**src/rtl/maxpool_stream.sv**
```systemverilog
// ---------------------------------------------------------------------------
// maxpool_stream
//   Streaming 1-D max-pooling stage for conv2d feature samples. Each valid
//   input sample carries NUM_CHANNELS unsigned elements. Samples are grouped
//   into non-overlapping windows of POOL_SIZE samples. When a window closes,
//   the per-channel maximum over that window is emitted. A window closes
//   after POOL_SIZE samples, or early on a sample flagged frame_end.
//
// Parameters
//   DATA_WIDTH    unsigned width of one feature element
//   NUM_CHANNELS  channels per sample
//   POOL_SIZE     samples per window (2..16); stride equals POOL_SIZE
//
// Ports
//   clk             rising-edge clock
//   rst_n           asynchronous active-low reset
//   data_in         input sample; channel c at [c*DATA_WIDTH +: DATA_WIDTH]
//   data_valid      data_in valid this cycle
//   frame_end       last sample of frame (sampled only with data_valid)
//   data_out        pooled sample, same packing; held between pulses
//   data_out_valid  one-cycle pulse, registered one clock after the
//                   accepting edge
//   pool_count      outputs emitted since reset or the last frame_end;
//                   wraps 255 -> 0
// ---------------------------------------------------------------------------
module maxpool_stream #(
    parameter int unsigned DATA_WIDTH   = 16,
    parameter int unsigned NUM_CHANNELS = 32,
    parameter int unsigned POOL_SIZE    = 2
) (
    input  logic                               clk,
    input  logic                               rst_n,
    input  logic [DATA_WIDTH*NUM_CHANNELS-1:0] data_in,
    input  logic                               data_valid,
    input  logic                               frame_end,
    output logic [DATA_WIDTH*NUM_CHANNELS-1:0] data_out,
    output logic                               data_out_valid,
    output logic [7:0]                         pool_count
);

    localparam int unsigned BUS_W = DATA_WIDTH * NUM_CHANNELS;
    localparam int unsigned CNT_W = (POOL_SIZE > 2) ? $clog2(POOL_SIZE) : 1;
    localparam logic [CNT_W-1:0] LAST_IDX = CNT_W'(POOL_SIZE - 1);

    logic [CNT_W-1:0] win_cnt_q, win_cnt_d;
    logic [BUS_W-1:0] max_q, max_d;
    logic [BUS_W-1:0] data_out_q, data_out_d;
    logic             valid_q, valid_d;
    logic [7:0]       pool_cnt_q, pool_cnt_d;

    // Per-channel maximum including the current sample. At the start of a
    // window the stored value is stale, so the input is taken unconditionally.
    // A strict '>' keeps the stored value on ties.
    logic [BUS_W-1:0] cand;
    logic             close_win;

    always_comb begin
        cand = max_q;
        for (int unsigned c = 0; c < NUM_CHANNELS; c++) begin
            if ((win_cnt_q == '0) ||
                (data_in[c*DATA_WIDTH +: DATA_WIDTH] > max_q[c*DATA_WIDTH +: DATA_WIDTH])) begin
                cand[c*DATA_WIDTH +: DATA_WIDTH] = data_in[c*DATA_WIDTH +: DATA_WIDTH];
            end
        end
    end

    // A frame_end on the last slot of a window takes the same single close
    // path as a full window, so it produces exactly one pulse.
    always_comb begin
        win_cnt_d  = win_cnt_q;
        max_d      = max_q;
        data_out_d = data_out_q;
        valid_d    = 1'b0;
        pool_cnt_d = pool_cnt_q;
        close_win  = 1'b0;
        if (data_valid) begin
            max_d     = cand;
            close_win = frame_end || (win_cnt_q == LAST_IDX);
            if (close_win) begin
                data_out_d = cand;
                valid_d    = 1'b1;
                win_cnt_d  = '0;
                pool_cnt_d = frame_end ? 8'd0 : pool_cnt_q + 8'd1;
            end else begin
                win_cnt_d = win_cnt_q + CNT_W'(1);
            end
        end
    end

    always_ff @(posedge clk or negedge rst_n) begin
        if (!rst_n) begin
            win_cnt_q  <= '0;
            max_q      <= '0;
            data_out_q <= '0;
            valid_q    <= 1'b0;
            pool_cnt_q <= '0;
        end else begin
            win_cnt_q  <= win_cnt_d;
            max_q      <= max_d;
            data_out_q <= data_out_d;
            valid_q    <= valid_d;
            pool_cnt_q <= pool_cnt_d;
        end
    end

    assign data_out       = data_out_q;
    assign data_out_valid = valid_q;
    assign pool_count     = pool_cnt_q;

endmodule

```
**config.mk**
```make
export PLATFORM = sky130hd
export DESIGN_NAME = maxpool_stream
export DESIGN_NICKNAME = d
export VERILOG_FILES = /design/src/rtl/maxpool_stream.sv
export SDC_FILE = /design/constraint.sdc
export NUM_CORES = 2
export LEC_CHECK = 0
export ABC_AREA = 1
export CAP_MARGIN = 30
export CORE_MARGIN = 1.5
export CORE_UTILIZATION = 25
export CTS_CLUSTER_SIZE = 24
export DETAILED_ROUTE_END_ITERATION = 10
export SETUP_SLACK_MARGIN = 0.02
export SLEW_MARGIN = 10
export SYNTH_ARGS = -nofsm -noshare
export SYNTH_HDL_FRONTEND = slang
export SYNTH_SLANG_ARGS = --single-unit
```
**constraint.sdc**
```tcl
create_clock -name clk -period 2.3 [get_ports clk]
set_input_delay 0.345 -clock clk [delete_from_list [all_inputs] [get_ports clk]]
set_output_delay 0.345 -clock clk [all_outputs]
set_load 0.1 [all_outputs]
```
[After elaboration in Yosys (flattened, before gate mapping)]
Index checks and enable logic that the tools add are counted.
Widths: inputs -> output; s select.
Cells by class
  multiplexer cells: 36
  multipliers: 0
  add/sub/neg operators: 2
  eq/ne operators: 0
  shift-type cells: 0
  bitwise operators: 1
  magnitude comparators: 32
  reduce and logical (&&, ||, !) cells: 34
  divide/modulo/power cells: 0
Operators by type and width (number)
  $gt 16x16->1: 32
  $mux 16: 32
  $logic_or 1x1->1: 33
  $add 8x1->8 const B: 1
  $mux 8: 1
  $mux 1: 3
  $reduce_and 2->1: 1
  $add 1x1->1 const B: 1
  $not 1->1: 1
Word-level totals
  register bits: 1034
  word-level logic and storage cells: 110
  RAM bits: 0
  output and inout bits: 521
  memories: 0
  bits in read-only memories: 0
  latch bits: 0

[Longest topological paths before layout]
  depth after elaboration: 3
  mapped depth: 17
  mapped depth without buffers: 16

[Worst setup path after synthesis]
OpenSTA, ideal clock, no wires.
  path type: register to register
  start: register pool_cnt_q[2] (netlist: pool_count[2])
  end: register pool_cnt_q[7] (netlist: pool_count[7])
  data arrival time: 1.955 ns
  cell stages (with the launch flop): 8
  path slack: 0.272 ns
  clock period less this slack: 2.028 ns
  data required time: 2.226 ns
  setup time: 0.074 ns
  cell sequence: dfrtp_1 -> inv_1 -> nor3_1 -> nand3_1 -> nor3_2 -> nand2_1 -> xor2_1 -> nor2_1
On the way
  cells in the longest elaborated chain, start to end: 2
RTL lines
  start, declared: RTL line 49  | logic [7:0] pool_cnt_q, pool_cnt_d;
  start signal, assigned: RTL line 102  | pool_cnt_q <= pool_cnt_d;
  $add 8x1->8: RTL line 83  | pool_cnt_d = frame_end ? 8'd0 : pool_cnt_q + 8'd1;
  $mux 8: RTL line 83
Every way passes these cells.
A chain may end at the register's enable or synchronous reset.

[Worst setup path after layout]
  start: register max_q[95]
  end: register max_q[85]
On the way
  cells in the longest elaborated chain, start to end: 3
RTL lines
  start, declared: RTL line 46  | logic [BUS_W-1:0] max_q, max_d;
  start signal, assigned: RTL line 99  | max_q <= max_d;
  $gt 16x16->1: RTL line 61  | (data_in[c*DATA_WIDTH +: DATA_WIDTH] > max_q[c*DATA_WIDTH +: DATA_WIDTH])) begin
  $logic_or 1x1->1: RTL line 60  | if ((win_cnt_q == '0) ||
  $mux 16: RTL line 60
Every way passes these cells.

==> impl_metrics.ini <==
[grt]
grt_pass1_vias = 56346
track_usage_pct = 18.2
grt_pass1_wl_mm = 349
antenna_found_initial = 64
grt_start_max_net_pins = 142
overflow = 0

[layout]
fin_nets = 10589
multiInputGateArea_mm2 = 0.0291
regArea_mm2 = 0.0259
nFillCells = 25679
area_delta_synth_final_pct = 33.5
drive_gt1_share_pct = 12.6

[power]
intPower_w = 0.0463
pwr-share-seq_pct = 28.5
total_power_w = 0.0870
vdd_ir_drop_max_uv = 908
p_sw_share_pct = 46.8
power.density_mw_per_mm2 = 1070
comb_power_share_pct = 45.4
p_sw_w = 0.0407
p_clk_share_pct = 26.1
p_leak_nw = 44.9

[clocking]
clock_path_buffers = 3
htree_levels = 4
clk_transition_reported_paths_ps = 60
cts_root_buffer = clkbuf_16
cts_made_buffers = 134
post_cts_buffers = 0
clock_latency_ps = 780
cts_tree = built
numClockSinks = 1034

[yosys]
synth_xor_area_share_pct = 0.0143
synth.most_common_cell = nand2_1
synth-simple-area-share_pct = 34.7
synth_fa_ha_area_share_pct = 10.5
synth_area_leaders = dfrtp_1 42%, nand2_1 19%, nand3_1 13%, ha_1 11%, inv_1 7.2%
synth_mux_area_share_pct = 0
yosysWarnings = 0
ys_top_cells_by_count = 3109 x nand2_1, 1605 x nand3_1, 1171 x inv_1
ys_types = 22
synth_top_area_cell = dfrtp_1
synth_flop_cell = dfrtp_1
synth-seq-cells = 1034
syn_inst = 8349
synth_top_family_by_area = simple AND/OR/NAND/NOR gates
synth_edf_count = 0
synth_nets = 9378
yosysTopAreaCellShare_pct = 42.4
synth_area_per_cell_um2 = 7.31
synth_compound_area_share_pct = 2.33
syn_area_mm2 = 0.0610
synth_seq_area_share_pct = 42.4
async_flop_share_pct = 100

[route]
drtIter0Drc = 3803
num_vias = 58009
wl_per_cell_um = 17.7
dr.pass1.iters = 6
via_per_inst = 4.50
drt_wl_total_mm = 229
drtAntennaViolNets = 0
drc = 0

[critical_path]
critPathKind = register to register
slowest_delay_ps = 380
start_kind = register
path_cells = inv_1 -> ha_1 -> nand2_1 -> o21ai_1 -> a21oi_1 -> buf_4 -> nand2_1 -> nand2_2 -> nand2_2 -> buf_12 -> nand2_1 -> nand3_1 -> nand2_1
critPathSlowestCell = dfrtp_1
cp.arrival_ps = 2790
regToRegSetupSlack_ps = 200
path_common_cell = nand2_1
critPathCaptureType = register
cp.required_ps = 2990
cp_max_fo = 8

[timing]
rsz0062_at_grt = true
finalSetupViolCount = 0
fmax_mhz = 476
finClkSkew_ps = 46.0
final_max_slew_viol_count = 0
final-hold-violation-count = 0
period_needed_ps = 2100
fin_crit_sh_pct = 91.4
hold-worst-slack_ps = 166
tightest_slew_ps = 1080
setup_tns_ps = 0
relSlewSlack_pct = 28.0

[floorplan]
die_x_um = 497
die_h_um = 497
start_util_pct = 25.1
io_pins = 1037
die_area_mm2 = 0.247
coreArea_mm2 = 0.243
rows = 181

[flow_run]
maxCapViolations = 0

[min_path]
worstHoldPathType = input pin to asynchronous set/reset pin

[run_status]
status = complete, no violations

[placement]
dp_hpwl_mm = 174
io_buffers = 1036
gp_congestion = 0.914
cells in the final DEF (no fill, tap or decap), drive strengths merged:
| cell | instances |
|---|---|
| a21o | 32 |
| a21oi | 198 |
| buf | 912 |
| bufinv | 17 |
| clkbuf | 190 |
| clkdlybuf4s50 | 513 |
| clkinv | 17 |
| clkinvlp | 5 |
| dfrtp | 1034 |
| diode | 36 |
| dlygate4sd3 | 2 |
| ha | 513 |
| inv | 1181 |
| nand2 | 3173 |
| nand3 | 1605 |
| nand4 | 32 |
| nor2 | 174 |
| nor3 | 25 |
| o21a | 1 |
| o21ai | 36 |
| xor2 | 1 |
cell type report:
class / count / share of cell area (%)
Clock inverter: 47 / 0.932
Sequential cell: 1034 / 31.8
Tap cell: 3202 / 4.92
Inverter: 1173 / 5.42
Timing Repair Buffer: 1427 / 16.4
Antenna cell: 36 / 0.111
Clock buffer: 190 / 4.81
Multi-Input combinational cell: 5790 / 35.7
cell families (layout without fill, tap and decap cells):
family	Yosys count	count (layout)
and+or+nand+nor	5009	5009
xor gates and xnor gates	1	1
adders and majority gates	513	513
other	0	36
AOI/OAI and AO/OA	267	267
DFF	1034	1034
buffers and inverters	1525	2837
power groups by stage:
stage / Combinational (W) / Clock [W] / Sequential [W]
after floorplan: 0.0123 / 0 / 0.0397
after global placement: 0.0394 / 0 / 0.0250
after detailed placement: 0.0397 / 0 / 0.0250
after CTS: 0.0398 / 0.0234 / 0.0248
after global routing: 0.0426 / 0.0240 / 0.0252
final: 0.0395 / 0.0227 / 0.0248
critical path: cells and delay by family (launching register included):
kind / cells / cell delay, ps
compound gates: 2 / 330
fa+ha+maj: 1 / 240
buf+inv: 3 / 390
flops: 1 / 380
simple gates: 7 / 680
metal layers:
metal / global-route usage (%) / up-vias / part of all wire [%]
met1: 23.0 / 26950 / 43
met3: 4.65 / 366 / 7.4
met2: 28.9 / 1806 / 45
li1: - / 28843 / -
met5: 0 / - / 0.14
met4: 8.39 / 44 / 4.4
state kept, by name, indices dropped and copies added (netlist names):
signal	cells
data_out	512
max_q	512
pool_count	8
data_out_valid	1
win_cnt_q	1
stage by stage:
step | worst slack [ps] | instance area, um^2 | utilization, % | std cells
final | 198 | 81500 | 33.5 | 12899
after global routing | 14.1 | 81500 | 33.5 | 12886
after CTS | 63.0 | 81400 | 33.5 | 12863
after detailed placement | -541 | 76700 | 31.6 | 12624
after global placement | -458 | 76700 | 31.6 | 12624
after floorplan | 272 | 61000 | - | 8349
timing repair:
item | 4_1_cts | 5_1_grt
endpoints found under the hold margin | 39 | 0
pin swaps | 0 | 3
resized for setup | 3 | 5
hold buffers | 2 | 0
endpoints found under the setup margin | 11 | 43
worst paths after layout:
path	startpoint	endpoint	cells past startpoint
worst min register to register	data_out[143]	data_out[143]	2
max in group asynchronous	rst_n	data_out[2]	4
worst min-delay path	rst_n	max_q[258]	2
worst max register to register	max_q[95]	max_q[85]	13
worst max-delay path	max_q[95]	max_q[85]	13
min in group clk	data_in[128]	max_q[128]	5
(Power assumes the default switching activity.)
